### config.mk
export PLATFORM = sky130hd
export DESIGN_NAME = decoder_nto2n_seq
export DESIGN_NICKNAME = d
export VERILOG_FILES = /design/src/rtl/decoder_nto2n_seq.sv
export SDC_FILE = /design/constraint.sdc
export NUM_CORES = 1
export LEC_CHECK = 0
export ABC_CLOCK_PERIOD_IN_PS = 1850
export BUFFER_PORTS_ARGS = -buffer_cell sky130_fd_sc_hd__buf_4
export CAP_MARGIN = 10
export CORE_MARGIN = 1.5
export CORE_UTILIZATION = 30
export DETAILED_ROUTE_END_ITERATION = 6
export GPL_TIMING_DRIVEN = 0
export PLACE_DENSITY = 0.55
export SYNTH_ARGS = -nofsm -noshare
export SYNTH_HDL_FRONTEND = slang
export SYNTH_SLANG_ARGS = --single-unit
### constraint.sdc
create_clock -name clk -period 1.85 [get_ports clk]
set_clock_uncertainty 0.2 [all_clocks]
set_input_delay 0.185 -clock clk [delete_from_list [all_inputs] [get_ports clk]]
set_output_delay 0.185 -clock clk [all_outputs]
set_load 0.05 [all_outputs]
### src/rtl/decoder_nto2n_seq.sv
`default_nettype none
// ============================================================================
//  Module   : decoder_nto2n_seq
//  Purpose  : Registered N-to-2^N one-hot decoder with a valid/ready command
//             interface and a programmable pulse width. Single mode holds the
//             selected line for PULSE_LEN cycles; scan mode walks all 2^SEL_W
//             lines starting at the requested index, wrapping around, each
//             held PULSE_LEN cycles.
//  Ports    : clk       - clock, rising edge
//             rst       - synchronous active-high reset
//             in_valid  - command present
//             in_ready  - block can accept a command (combinational, IDLE)
//             sel       - start index, captured on accept
//             mode      - 0 = single, 1 = scan, captured on accept
//             y         - registered one-hot output, 2**SEL_W bits
//             busy      - command executing
//             done      - one-cycle pulse on command completion
//  Config   : DECODER_ACTIVE_LOW_EN - when defined, y is active-low
//             (idle/reset drives all ones, the active line is 0).
//  Revision : 1.0 - initial release
// ============================================================================
module decoder_nto2n_seq #(
    parameter int SEL_W     = 2,
    parameter int PULSE_LEN = 4
) (
    input  logic                  clk,
    input  logic                  rst,
    input  logic                  in_valid,
    output logic                  in_ready,
    input  logic [SEL_W-1:0]      sel,
    input  logic                  mode,
    output logic [2**SEL_W-1:0]   y,
    output logic                  busy,
    output logic                  done
);

    localparam int c_OUT_W = 2**SEL_W;
    // One extra value of headroom so PULSE_LEN itself is representable.
    localparam int c_CYC_W = $clog2(PULSE_LEN + 1);
    localparam logic [c_CYC_W-1:0] c_LAST_CYC  = c_CYC_W'(PULSE_LEN - 1);
    localparam logic [SEL_W:0]     c_LAST_STEP = (SEL_W + 1)'(c_OUT_W - 1);

`ifdef DECODER_ACTIVE_LOW_EN
    localparam logic c_ACTIVE_LOW = 1'b1;
`else
    localparam logic c_ACTIVE_LOW = 1'b0;
`endif

    // Inactive output pattern; XOR-ing a one-hot vector with it yields the
    // correctly polarised active pattern in either configuration.
    localparam logic [c_OUT_W-1:0] c_Y_IDLE = {c_OUT_W{c_ACTIVE_LOW}};

    typedef enum logic [0:0] {
        S_IDLE = 1'b0,
        S_HOLD = 1'b1
    } state_t;

    state_t               r_state;
    logic [SEL_W-1:0]     r_idx;
    logic [c_CYC_W-1:0]   r_cyc;
    logic [SEL_W:0]       r_step;
    logic                 r_mode;
    logic [c_OUT_W-1:0]   r_y;
    logic                 r_done;

    state_t               w_state_nxt;
    logic [SEL_W-1:0]     w_idx_nxt;
    logic [c_CYC_W-1:0]   w_cyc_nxt;
    logic [SEL_W:0]       w_step_nxt;
    logic                 w_mode_nxt;
    logic                 w_done_nxt;
    logic [c_OUT_W-1:0]   w_onehot;
    logic [c_OUT_W-1:0]   w_y_nxt;
    logic                 w_accept;

    assign in_ready = (r_state == S_IDLE) && !rst;
    assign w_accept = in_valid && in_ready;

    // ------------------------------------------------------------------
    // Next-state and next-output logic
    // ------------------------------------------------------------------
    always_comb begin
        w_state_nxt = r_state;
        w_idx_nxt   = r_idx;
        w_cyc_nxt   = r_cyc;
        w_step_nxt  = r_step;
        w_mode_nxt  = r_mode;
        w_done_nxt  = 1'b0;

        case (r_state)
            S_IDLE: begin
                if (w_accept) begin
                    w_state_nxt = S_HOLD;
                    w_idx_nxt   = sel;
                    w_cyc_nxt   = '0;
                    w_step_nxt  = '0;
                    w_mode_nxt  = mode;
                end
            end

            S_HOLD: begin
                if (r_cyc == c_LAST_CYC) begin
                    if (!r_mode || (r_step == c_LAST_STEP)) begin
                        w_state_nxt = S_IDLE;
                        w_cyc_nxt   = '0;
                        w_step_nxt  = '0;
                        w_done_nxt  = 1'b1;
                    end else begin
                        // idx is exactly SEL_W bits, so the +1 wraps by itself.
                        w_idx_nxt  = r_idx + 1'b1;
                        w_step_nxt = r_step + 1'b1;
                        w_cyc_nxt  = '0;
                    end
                end else begin
                    w_cyc_nxt = r_cyc + 1'b1;
                end
            end

            default: begin
                w_state_nxt = S_IDLE;
            end
        endcase
    end

    // The output register is loaded from the next index, so y changes on
    // the same edge as the index and can never be momentarily multi-hot.
    assign w_onehot = c_OUT_W'(1) << w_idx_nxt;
    assign w_y_nxt  = (w_state_nxt == S_HOLD) ? (w_onehot ^ c_Y_IDLE) : c_Y_IDLE;

    // ------------------------------------------------------------------
    // State and output registers
    // ------------------------------------------------------------------
    always_ff @(posedge clk) begin
        if (rst) begin
            r_state <= S_IDLE;
            r_idx   <= '0;
            r_cyc   <= '0;
            r_step  <= '0;
            r_mode  <= 1'b0;
            r_y     <= c_Y_IDLE;
            r_done  <= 1'b0;
        end else begin
            r_state <= w_state_nxt;
            r_idx   <= w_idx_nxt;
            r_cyc   <= w_cyc_nxt;
            r_step  <= w_step_nxt;
            r_mode  <= w_mode_nxt;
            r_y     <= w_y_nxt;
            r_done  <= w_done_nxt;
        end
    end

    assign y    = r_y;
    assign busy = (r_state == S_HOLD);
    assign done = r_done;

endmodule
`default_nettype wire

==> reports/qor.csv, run 1 <==
stage,metric,value,unit
status,run_status,"finished, violations left",
status,violations,negative setup slack,
logic_synthesis,synth_cells,72,
route,drtAntennaViolNets,0,
worst_setup_path,crit_buf_inv,0,
timing,slew_violations,0,
worst_setup_path,cpLargestDelayFamily,simple AND/OR/NAND/NOR gates,
finish,fill_cells,222,
finish,final_common_cell,buf_4,
global_route,grt_pass1_vias,511,
cts,clk_latency,280,ps
worst_setup_path,crit_type,reg2reg,
floorplan,start_util,31.6,%
worst_setup_path,cpMostUsedCell,ha_4,
cts,cts.path.max_buffers,2,
finish,syn_to_final_growth,38.4,%
floorplan,fp.dieH,51.1,µm
logic_synthesis,synth_cell_type_count,27,
power_and_ir_drop,power_leakage,0.397,nW
timing,hold_slack,53.6,ps
floorplan,ios,13,
cts,root_buffer,clkbuf_4,
route,drc,0,
global_route,gr-usage-all-layers,12.6,%
logic_synthesis,synth_top_cell_area_share,43.3,%
timing,slew_headroom,67.3,%
logic_synthesis,synthTopCellsByArea,"dfxtp_1 43%, ha_1 5.4%, nor2b_1 4.5%, mux2i_1 4.3%, nor2_1 4.3%",
finish,most-common-layout-cells,"17 x buf_4, 13 x dfxtp_1, 7 x nor2_1",
logic_synthesis,synth_top_area_cell,dfxtp_1,
timing,fmax,527,MHz
finish,layout.area.seq,303,µm²
worst_setup_path,crit_path_end_kind,flip-flop,
logic_synthesis,synth.avg_cell_area,9.63,µm²
logic_synthesis,ys_seq_area_share,43.3,%
route,wire_per_inst,11.5,µm
route,vias,556,
min_path,hold_class,in2reg,
route,dr.first_iter.drc_count,2,
timing,setup_violations,3,
timing,rsz0062_at_grt,true,
logic_synthesis,synth_nets,81,
finish,nets,105,
flow_run,max_cap_viol_count,0,
timing,post-route-period-util,103,%
global_route,grt_max_degree,11,
timing,min_period,1900,ps
cts,htree_levels,1,
timing,worst_pin_slew,490,ps
logic_synthesis,ys_seq_elements,15,
route,drt-pass1-iter-count,4,
power_and_ir_drop,peakVddDrop,0.402,mV
worst_setup_path,start_kind,flip-flop,
worst_setup_path,cpMaxStageDelayCell,dfxtp_2,
timing,fin_setup_tns,-102,ps
route,routed_via_density,4.52,
cts,cts_tree,done,
worst_setup_path,cp.arrival,1880,ps
floorplan,rows,17,
global_route,antenna_found_initial,0,
finish,drive_gt1_share,36.8,%
timing,fin_ws,-48.8,ps
cts,cts.sinks,15,
floorplan,fp.dieW,51.1,µm
logic_synthesis,netlist_area,693,µm²
worst_setup_path,cp_max_fo,5,
worst_setup_path,slowest_delay,350,ps
route,routed_wl,1420,µm
cts,cts_buffers,3,
cts,cts.clk_slew.worst_paths,100,ps
worst_setup_path,worstPathRequired,1830,ps
global_route,grt_pass1_wl,2410,µm
global_route,grt_overflow_total,0,
placed_design,port_buffers,12,
floorplan,design.die.area,2610,µm²
floorplan,coreArea,2190,µm²
logic_synthesis,yosysWarnings,0,
placed_design,hpwl,979,µm
finish,multi_input_area,410,µm²
placed_design,routabilityCongestion,0.669,
power_and_ir_drop,powerDensity,682,nW/µm²
finish,diodes,0,
worst_setup_path,crit_chain,ha_4 -> ha_4 -> nand4bb_4 -> or3_1 -> a31o_4 -> and4b_1,
timing,final_hold_viol_count,0,
[worst reg2reg max path, stage by stage, from the launching register on]
cell and delay (ps):
dfxtp_2 350, ha_4 160, ha_4 150, nand4bb_4 190, or3_1 330, a31o_4 260
and4b_1 170
[registers in the layout (all words and copies together) (netlist names)]
signal  count
r_cyc       3
y           4
r_mode      1
r_step      3
r_idx       2
done        1
busy        1
[cell usage after synthesis]
cell type,count
a2111oi_0,1
a211oi_1,1
a21oi_1,5
a31o_2,1
and3_1,1
and3b_1,1
and4b_1,1
buf_2,1
clkbuf_1,2
dfxtp_1,15
ha_1,3
inv_1,6
mux2i_1,3
nand2_1,2
nand2b_1,3
nand4_1,1
nand4bb_4,1
nor2_1,8
nor2b_1,5
nor3_2,1
nor3b_1,3
nor3b_2,1
nor4bb_1,2
o21ai_0,1
o32ai_1,1
or3_1,1
xnor2_1,1
[per-layer routing]
layer	vias up	GRT usage, %	share of wire (%)
li1	295	-	-
met1	251	16.4	52
met2	8	19.3	44
met3	2	2.63	2.3
met4	0	6.76	1.2
met5	-	0	0
[logic make-up (layout without fill, tap and decap cells)]
family                     count (synthesis)  in the layout  synth area share [%]
and+or+nand+nor                           31             31                  31.4
DFF                                       15             15                  43.3
AOI/OAI and AO/OA                         10             10                  9.21
buffers and inverters                      9             32                  5.05
adders and majority gates                  3              3                  5.42
muxes                                      3              3                  4.33
xor gates and xnor gates                   1              1                  1.26
[cell type report]
type,instances,area share (%)
Multi-Input combinational cell,48,42.8
Sequential cell,15,31.6
Clock inverter,1,0.522
Clock buffer,3,2.35
Buffer,3,1.43
Inverter,6,2.35
Timing Repair Buffer,19,15.4
Tap cell,28,3.65
[where the power goes]
group | internal [mW] | total [mW] | switching [mW] | leakage (nW)
logic | 0.0491 | 0.123 | 0.0735 | 0.256
clock network | 0.0802 | 0.191 | 0.111 | 0.0177
registers | 0.335 | 0.341 | 0.00606 | 0.123
total | 0.465 | 0.655 | 0.190 | 0.397
[repair_timing]
item	CTS	global route
gates resized for setup	1	4
hold buffers	2	0
pin swaps	3	1
hold endpoints to repair	2	0
setup endpoints to repair	5	9
setup buffers	1	4
[per-stage QoR]
step	total power, mW	setup WS, ps	cell area (µm²)	instances	utilization [%]
after detailed placement	0.466	-122	862	112	39.3
final	0.655	-48.8	960	123	43.8
after global routing	0.684	-105	960	123	43.8
after floorplan	0.430	-54.2	737	72	-
after global placement	0.465	-106	862	112	39.3
after CTS	0.658	-90.6	920	119	42.0
[worst paths after layout]
path | end | slack, ps | startpoint | cells after the start
min reg2reg | r_step[1]$_SDFFE_PP0P_ | 280 | r_step[1]$_SDFFE_PP0P_ | 2
min | r_cyc[1]$_SDFFE_PP0P_ | 50 | in_valid | 3
max | y[1]$_SDFF_PP0_ | -50 | r_step[0]$_SDFFE_PP0P_ | 6
max reg2reg | y[1]$_SDFF_PP0_ | -50 | r_step[0]$_SDFFE_PP0P_ | 6
No activity file was read; power rests on OpenSTA's default activity.
==> run 2, diff against run 1 <==
--- a/config.mk
+++ b/config.mk
@@ -12,7 +12,7 @@
 export CORE_UTILIZATION = 30
 export DETAILED_ROUTE_END_ITERATION = 6
 export GPL_TIMING_DRIVEN = 0
-export PLACE_DENSITY = 0.55
+export PLACE_DENSITY = 0.49
 export SYNTH_ARGS = -nofsm -noshare
 export SYNTH_HDL_FRONTEND = slang
 export SYNTH_SLANG_ARGS = --single-unit
==> run 2 against run 1 <==
The run still ends with negative setup slack left. Wire length fell by 3.0%. Total power fell by 0.45%. Clock power barely moved. Sequential power barely moved. First-iteration DRC count rose to 3.0 times the previous value. Fmax fell by 0.79%. Critical path depth did not move. Register-to-register slack got worse by 20 ps. Cell count fell by 3.3%. Clock-buffer cell count did not move. Worst hold slack got worse by 15 ps. Setup slack got worse by 15 ps.
==> reports/qor.csv, run 2 (same netlist as run 1, synthesis figures left out) <==
stage,metric,value,unit,change
worst_setup_path,cp.arrival,1890,ps,was 1880 ps
power_and_ir_drop,power_leakage,0.377,nW,was 0.397 nW
worst_setup_path,rr_startpoint,r_step[1]$_SDFFE_PP0P_,,was r_step[0]$_SDFFE_PP0P_
worst_setup_path,worstReg2RegEnd,y[1]$_SDFF_PP0_,,unchanged
global_route,gr-usage-all-layers,12.5,%,was 12.6%
cts,root_buffer,clkbuf_4,,unchanged
route,drt-pass1-iter-count,2,,was 4
worst_setup_path,crit_path_end_kind,flip-flop,,unchanged
worst_setup_path,slowest_delay,350,ps,about the same
placed_design,dpl.cell_count,112,,unchanged
placed_design,port_buffers,12,,unchanged
placed_design,routabilityCongestion,0.616,,was 0.669
finish,most-common-layout-cells,"13 x dfxtp_1, 13 x buf_4, 7 x nor2_1",,"was 17 x buf_4, 13 x dfxtp_1, 7 x nor2_1"
finish,largest_reg_flops,4,,unchanged
power_and_ir_drop,switching_power,188,µW,was 190 µW
status,run_status,"finished, violations left",,unchanged
timing,worst_pin_slew,490,ps,about the same
finish,syn_to_final_growth,34.8,%,was 38.4%
route,wire_per_inst,11.5,µm,about the same
worst_setup_path,crit_chain,ha_4 -> ha_4 -> nand4bb_4 -> or3_4 -> a31o_4 -> and4b_1,,was ha_4 -> ha_4 -> nand4bb_4 -> or3_1 -> a31o_4 -> and4b_1
cts,cts_buffers,3,,unchanged
worst_setup_path,start_kind,flip-flop,,unchanged
timing,hold_slack,38.4,ps,was 53.6 ps
floorplan,start_util,31.6,%,unchanged
floorplan,ios,13,,unchanged
finish,layout.area.seq,303,µm²,unchanged
finish,diodes,0,,unchanged
power_and_ir_drop,powerDensity,698,nW/µm²,was 682 nW/µm²
timing,post-route-period-util,103,%,about the same
timing,min_period,1910,ps,was 1900 ps
finish,final_cell_area,935,µm²,was 960 µm²
finish,finalNonFillerCells,119,,was 123
cts,cts.sinks,15,,unchanged
finish,drive_gt1_share,35.2,%,was 36.8%
floorplan,fp.dieH,51.1,µm,unchanged
timing,final_hold_viol_count,0,,unchanged
worst_setup_path,rrSetupSlack,-60,ps,was -50 ps
route,drc,0,,unchanged
floorplan,rows,17,,unchanged
placed_design,post_dp_cell_area,862,µm²,unchanged
power_and_ir_drop,combPwrFrac,18.5,%,was 18.7%
global_route,grt_pass1_vias,554,,was 511
placed_design,hpwl,1030,µm,was 979 µm
global_route,grt_pass1_wl,2410,µm,unchanged
finish,fill_cells,226,,was 222
route,drtAntennaViolNets,0,,unchanged
cts,cts_tree,done,,unchanged
timing,fmax,523,MHz,was 527 MHz
worst_setup_path,critPathCapture,y[1]$_SDFF_PP0_,,unchanged
power_and_ir_drop,clockPowerShare,29.0,%,was 29.2%
worst_setup_path,worstPathRequired,1830,ps,about the same
worst_setup_path,reg2reg_depth,6,,unchanged
cts,cts.clk_slew.worst_paths,100,ps,about the same
power_and_ir_drop,p_seq_share,52.5,%,was 52.1%
worst_setup_path,cp_max_fo,5,,unchanged
route,dr.first_iter.drc_count,6,,was 2
worst_setup_path,crit_buf_inv,0,,unchanged
power_and_ir_drop,p_sw_share,28.9,%,was 29.1%
worst_setup_path,cpMostUsedCell,ha_4,,unchanged
flow_run,max_cap_viol_count,0,,unchanged
route,routed_wl,1370,µm,was 1420 µm
worst_setup_path,timing.critical_path.from,r_step[1]$_SDFFE_PP0P_,,was r_step[0]$_SDFFE_PP0P_
power_and_ir_drop,internal-power,464,µW,was 465 µW
worst_setup_path,path_depth,6,,unchanged
floorplan,fp.dieW,51.1,µm,unchanged
cts,clk_latency,280,ps,about the same
timing,setup_violations,2,,was 3
timing,rsz0062_at_grt,true,,unchanged
route,routed_via_density,4.69,,was 4.52
cts,cts.path.max_buffers,2,,unchanged
worst_setup_path,cpMaxStageDelayCell,dfxtp_2,,unchanged
floorplan,coreArea,2190,µm²,unchanged
timing,slew_violations,0,,unchanged
worst_setup_path,crit_type,reg2reg,,unchanged
cts,htree_levels,1,,unchanged
global_route,grt_max_degree,11,,unchanged
timing,slew_headroom,67.3,%,about the same
status,violations,negative setup slack,,unchanged
power_and_ir_drop,peakVddDrop,0.296,mV,was 0.402 mV
worst_setup_path,cpLargestDelayFamily,simple AND/OR/NAND/NOR gates,,unchanged
placed_design,pre_cts_ws,-116,ps,was -122 ps
global_route,grt_overflow_total,0,,unchanged
finish,nets,101,,was 105
global_route,antenna_found_initial,0,,unchanged
route,vias,558,,was 556
timing,fin_ws,-63.8,ps,was -48.8 ps
finish,multi_input_area,415,µm²,was 410 µm²
timing,fin_setup_tns,-119,ps,was -102 ps
min_path,whs_path_depth,3,,unchanged
min_path,hold_class,in2reg,,unchanged
floorplan,design.die.area,2610,µm²,unchanged
run 2: changes by cell type in the layout (fill, tap and decap cells not counted), sizes merged:
cell	delta
buf	-4
run 2: worst min-delay path by stage:
stage	startpoint	to	slack (ps)
after floorplan	rst	r_cyc[2]$_SDFFE_PP0P_	70
after CTS	in_valid	r_cyc[1]$_SDFFE_PP0P_	30
after detailed placement	rst	r_cyc[2]$_SDFFE_PP0P_	220
after global routing	in_valid	r_cyc[1]$_SDFFE_PP0P_	40
after global placement	rst	r_cyc[2]$_SDFFE_PP0P_	210
final	in_valid	r_cyc[1]$_SDFFE_PP0P_	40
run 2: power groups by stage:
stage,combinational (mW),sequential (mW),clock (mW)
after detailed placement,0.116,0.350,0
final,0.120,0.342,0.189
after floorplan,0.0598,0.371,0
after global routing,0.131,0.345,0.214
after global placement,0.116,0.350,0
after CTS,0.122,0.342,0.198
run 2: metrics by stage:
| stage | total power, mW | utilization, % |
|---|---|---|
| after global placement | 0.465 | 39.3 |
| after CTS | 0.663 | 42.2 |
| after floorplan | 0.430 | - |
| after detailed placement | 0.466 | 39.3 |
| after global routing | 0.690 | 42.7 |
| final | 0.652 | 42.7 |
run 2: final cells by class:
| cell class | count | area share (%) |
|---|---|---|
| Multi-Input combinational cell | 48 | 44.4 |
| Sequential cell | 15 | 32.4 |
| Timing Repair Buffer | 15 | 12.6 |
| Tap cell | 28 | 3.75 |
| Clock buffer | 3 | 2.41 |
| Inverter | 6 | 2.41 |
| Buffer | 3 | 1.47 |
| Clock inverter | 1 | 0.535 |
run 2: metal layers:
layer / track usage [%] / wire length (µm) / vias up
met4: 6.76 / 13 / 0
met3: 2.63 / 36 / 2
met2: 21.0 / 690 / 5
met1: 14.9 / 633 / 261
li1: - / - / 290
met5: 0 / 0 / -
run 2: worst min-delay path, delay by kind of cell:
kind                   cells  cell delay, ps
and+or+nand+nor            1             120
buffers and inverters      1             110
AOI/OAI and AO/OA          1              70
run 2: timing repair:
| action | 4_1_cts | 5_1_grt |
|---|---|---|
| pin swaps | 3 | 0 |
| endpoints found under the setup margin | 7 | 5 |
| gates resized for setup | 3 | 2 |
| setup buffers | 1 | 0 |
| hold buffers | 2 | 0 |
| hold endpoints to repair | 2 | 0 |
==> run 3, diff against run 2 <==
--- a/config.mk
+++ b/config.mk
@@ -13,6 +13,8 @@
 export DETAILED_ROUTE_END_ITERATION = 6
 export GPL_TIMING_DRIVEN = 0
 export PLACE_DENSITY = 0.49
+export REMOVE_ABC_BUFFERS = 1
+export SKIP_CTS_REPAIR_TIMING = 1
 export SYNTH_ARGS = -nofsm -noshare
 export SYNTH_HDL_FRONTEND = slang
 export SYNTH_SLANG_ARGS = --single-unit
==> run 3 against run 2 <==
The run still ends with negative setup slack left. Critical path depth stayed put. First-iteration DRC count grew 83%. Critical endpoint unchanged. Flip-flop and latch count unchanged. Critical path type unchanged. Largest power group unchanged.
==> reports/qor.csv, run 3 (same netlist as run 1, synthesis figures left out) <==
stage,metric,value,unit,change
worst_setup_path,crit_type,reg2reg,,unchanged
placed_design,port_buffers,12,,unchanged
floorplan,start_util,31.6,%,unchanged
cts,cts.path.max_buffers,2,,unchanged
min_path,hold_class,in2reg,,unchanged
worst_setup_path,worstReg2RegEnd,y[1]$_SDFF_PP0_,,unchanged
timing,slew_violations,0,,unchanged
finish,syn_to_final_growth,33.4,%,was 34.8%
route,dr.first_iter.drc_count,11,,was 6
global_route,antenna_found_initial,0,,unchanged
worst_setup_path,cpMostUsedCell,ha_4,,unchanged
floorplan,coreArea,2190,µm²,unchanged
placed_design,dpl.cell_count,109,,was 112
worst_setup_path,reg2reg_depth,6,,unchanged
worst_setup_path,cp.arrival,1980,ps,was 1890 ps
finish,nets,100,,was 101
placed_design,pre_cts_ws,-230,ps,was -116 ps
cts,root_buffer,clkbuf_4,,unchanged
cts,htree_levels,1,,unchanged
global_route,grt_overflow_total,0,,unchanged
finish,final_cell_area,925,µm²,was 935 µm²
finish,largest_reg_flops,4,,unchanged
cts,cts_tree,done,,unchanged
floorplan,fp.dieH,51.1,µm,unchanged
floorplan,ios,13,,unchanged
placed_design,routabilityCongestion,0.606,,was 0.616
route,drt-pass1-iter-count,2,,unchanged
cts,cts.sinks,15,,unchanged
placed_design,hpwl,891,µm,was 1030 µm
worst_setup_path,rrSetupSlack,-140,ps,was -60 ps
timing,rsz0062_at_grt,true,,unchanged
worst_setup_path,worstPathRequired,1840,ps,was 1830 ps
timing,fin_ws,-139,ps,was -63.8 ps
worst_setup_path,cpMaxStageDelayCell,or3_4,,was dfxtp_2
min_path,min-delay-start,in_valid,,unchanged
route,vias,560,,was 558
route,drc,0,,unchanged
worst_setup_path,start_kind,flip-flop,,unchanged
finish,final_common_cell,buf_4,,
power_and_ir_drop,powerDensity,703,nW/µm²,was 698 nW/µm²
timing,worst_pin_slew,599,ps,was 490 ps
finish,drive_gt1_share,32.2,%,was 35.2%
global_route,gr-usage-all-layers,11.5,%,was 12.5%
flow_run,max_cap_viol_count,0,,unchanged
floorplan,fp.dieW,51.1,µm,unchanged
cts,cts.clk_slew.worst_paths,100,ps,about the same
power_and_ir_drop,peakVddDrop,0.496,mV,was 0.296 mV
finish,layout.core_utilization,42.2,%,was 42.7%
power_and_ir_drop,power_leakage,0.374,nW,was 0.377 nW
power_and_ir_drop,finalPower,650,µW,was 652 µW
route,routed_via_density,4.75,,was 4.69
worst_setup_path,crit_chain,ha_4 -> ha_4 -> nand4bb_4 -> or3_4 -> a31o_4 -> and4b_1,,unchanged
global_route,grt_pass1_wl,2210,µm,was 2410 µm
worst_setup_path,rr_startpoint,r_step[0]$_SDFFE_PP0P_,,was r_step[1]$_SDFFE_PP0P_
timing,hold_slack,51.5,ps,was 38.4 ps
timing,post-route-period-util,108,%,was 103%
timing,fin_setup_tns,-380,ps,was -119 ps
timing,fmax,503,MHz,was 523 MHz
worst_setup_path,slowest_delay,400,ps,was 350 ps
floorplan,design.die.area,2610,µm²,unchanged
finish,finalNonFillerCells,118,,was 119
min_path,worstHoldEndpoint,r_cyc[1]$_SDFFE_PP0P_,,unchanged
worst_setup_path,cp_max_fo,5,,unchanged
timing,setup_violations,4,,was 2
finish,diodes,0,,unchanged
timing,min_period,1990,ps,was 1910 ps
route,wire_per_inst,11.3,µm,was 11.5 µm
cts,clk_latency,290,ps,was 280 ps
worst_setup_path,crit_path_end_kind,flip-flop,,unchanged
route,drtAntennaViolNets,0,,unchanged
global_route,grt_max_degree,18,,was 11
status,run_status,"finished, violations left",,unchanged
min_path,whs_path_depth,3,,unchanged
timing,slew_headroom,60.0,%,was 67.3%
global_route,grt_pass1_vias,521,,was 554
status,violations,negative setup slack,,unchanged
timing,final_hold_viol_count,0,,unchanged
floorplan,rows,17,,unchanged
route,routed_wl,1330,µm,was 1370 µm
finish,most-common-layout-cells,"14 x buf_4, 13 x dfxtp_1, 7 x nor2_1",,"was 13 x dfxtp_1, 13 x buf_4, 7 x nor2_1"
placed_design,post_dp_cell_area,806,µm²,was 862 µm²
cts,cts_buffers,3,,unchanged
-- run 3: cell count changes in the layout (fill, tap and decap cells not counted), sizes merged --
| cell | delta |
|---|---|
| clkbuf | -2 |
| dlygate4sd3 | +1 |
-- run 3: how the worst max path moves through the flow --
stage	startpoint	endpoint	depth (start not counted)
3_3_place_gp	r_step[0]$_SDFFE_PP0P_	y[1]$_SDFF_PP0_	6
5_1_grt	r_step[0]$_SDFFE_PP0P_	y[1]$_SDFF_PP0_	6
6_report	r_step[0]$_SDFFE_PP0P_	y[1]$_SDFF_PP0_	6
4_1_cts	r_step[0]$_SDFFE_PP0P_	y[1]$_SDFF_PP0_	6
3_5_place_dp	r_step[0]$_SDFFE_PP0P_	y[1]$_SDFF_PP0_	6
2_1_floorplan	r_step[0]$_SDFFE_PP0P_	y[1]$_SDFF_PP0_	6
-- run 3: worst max-delay path, delay by kind of cell (launching register included) --
| family | cells | cell delay (ps) |
|---|---|---|
| compound gates | 1 | 260 |
| fa+ha+maj | 2 | 310 |
| simple gates | 3 | 800 |
| flops | 1 | 340 |
-- run 3: cell type report --
cell class	count	area (µm²)
fillers	216	1270
inverters	6	22.5
repair buffers	17	135
multi-input cells	48	402
clock buffers	3	22.5
well taps	28	35.0
clock inverters	1	5.00
flip-flops and latches	15	303
-- run 3: per-layer routing --
layer / global-route usage [%] / up-vias / wire (µm)
met5: 0 / - / 0
met2: 18.2 / 10 / 587
met3: 5.26 / 0 / 60
met1: 13.7 / 265 / 686
met4: 4.05 / 0 / 0
li1: - / 285 / -
-- run 3: where the power goes --
group          internal [mW]  switching (mW)
sequential             0.335          0.0138
combinational         0.0484          0.0642
clock                 0.0802           0.108
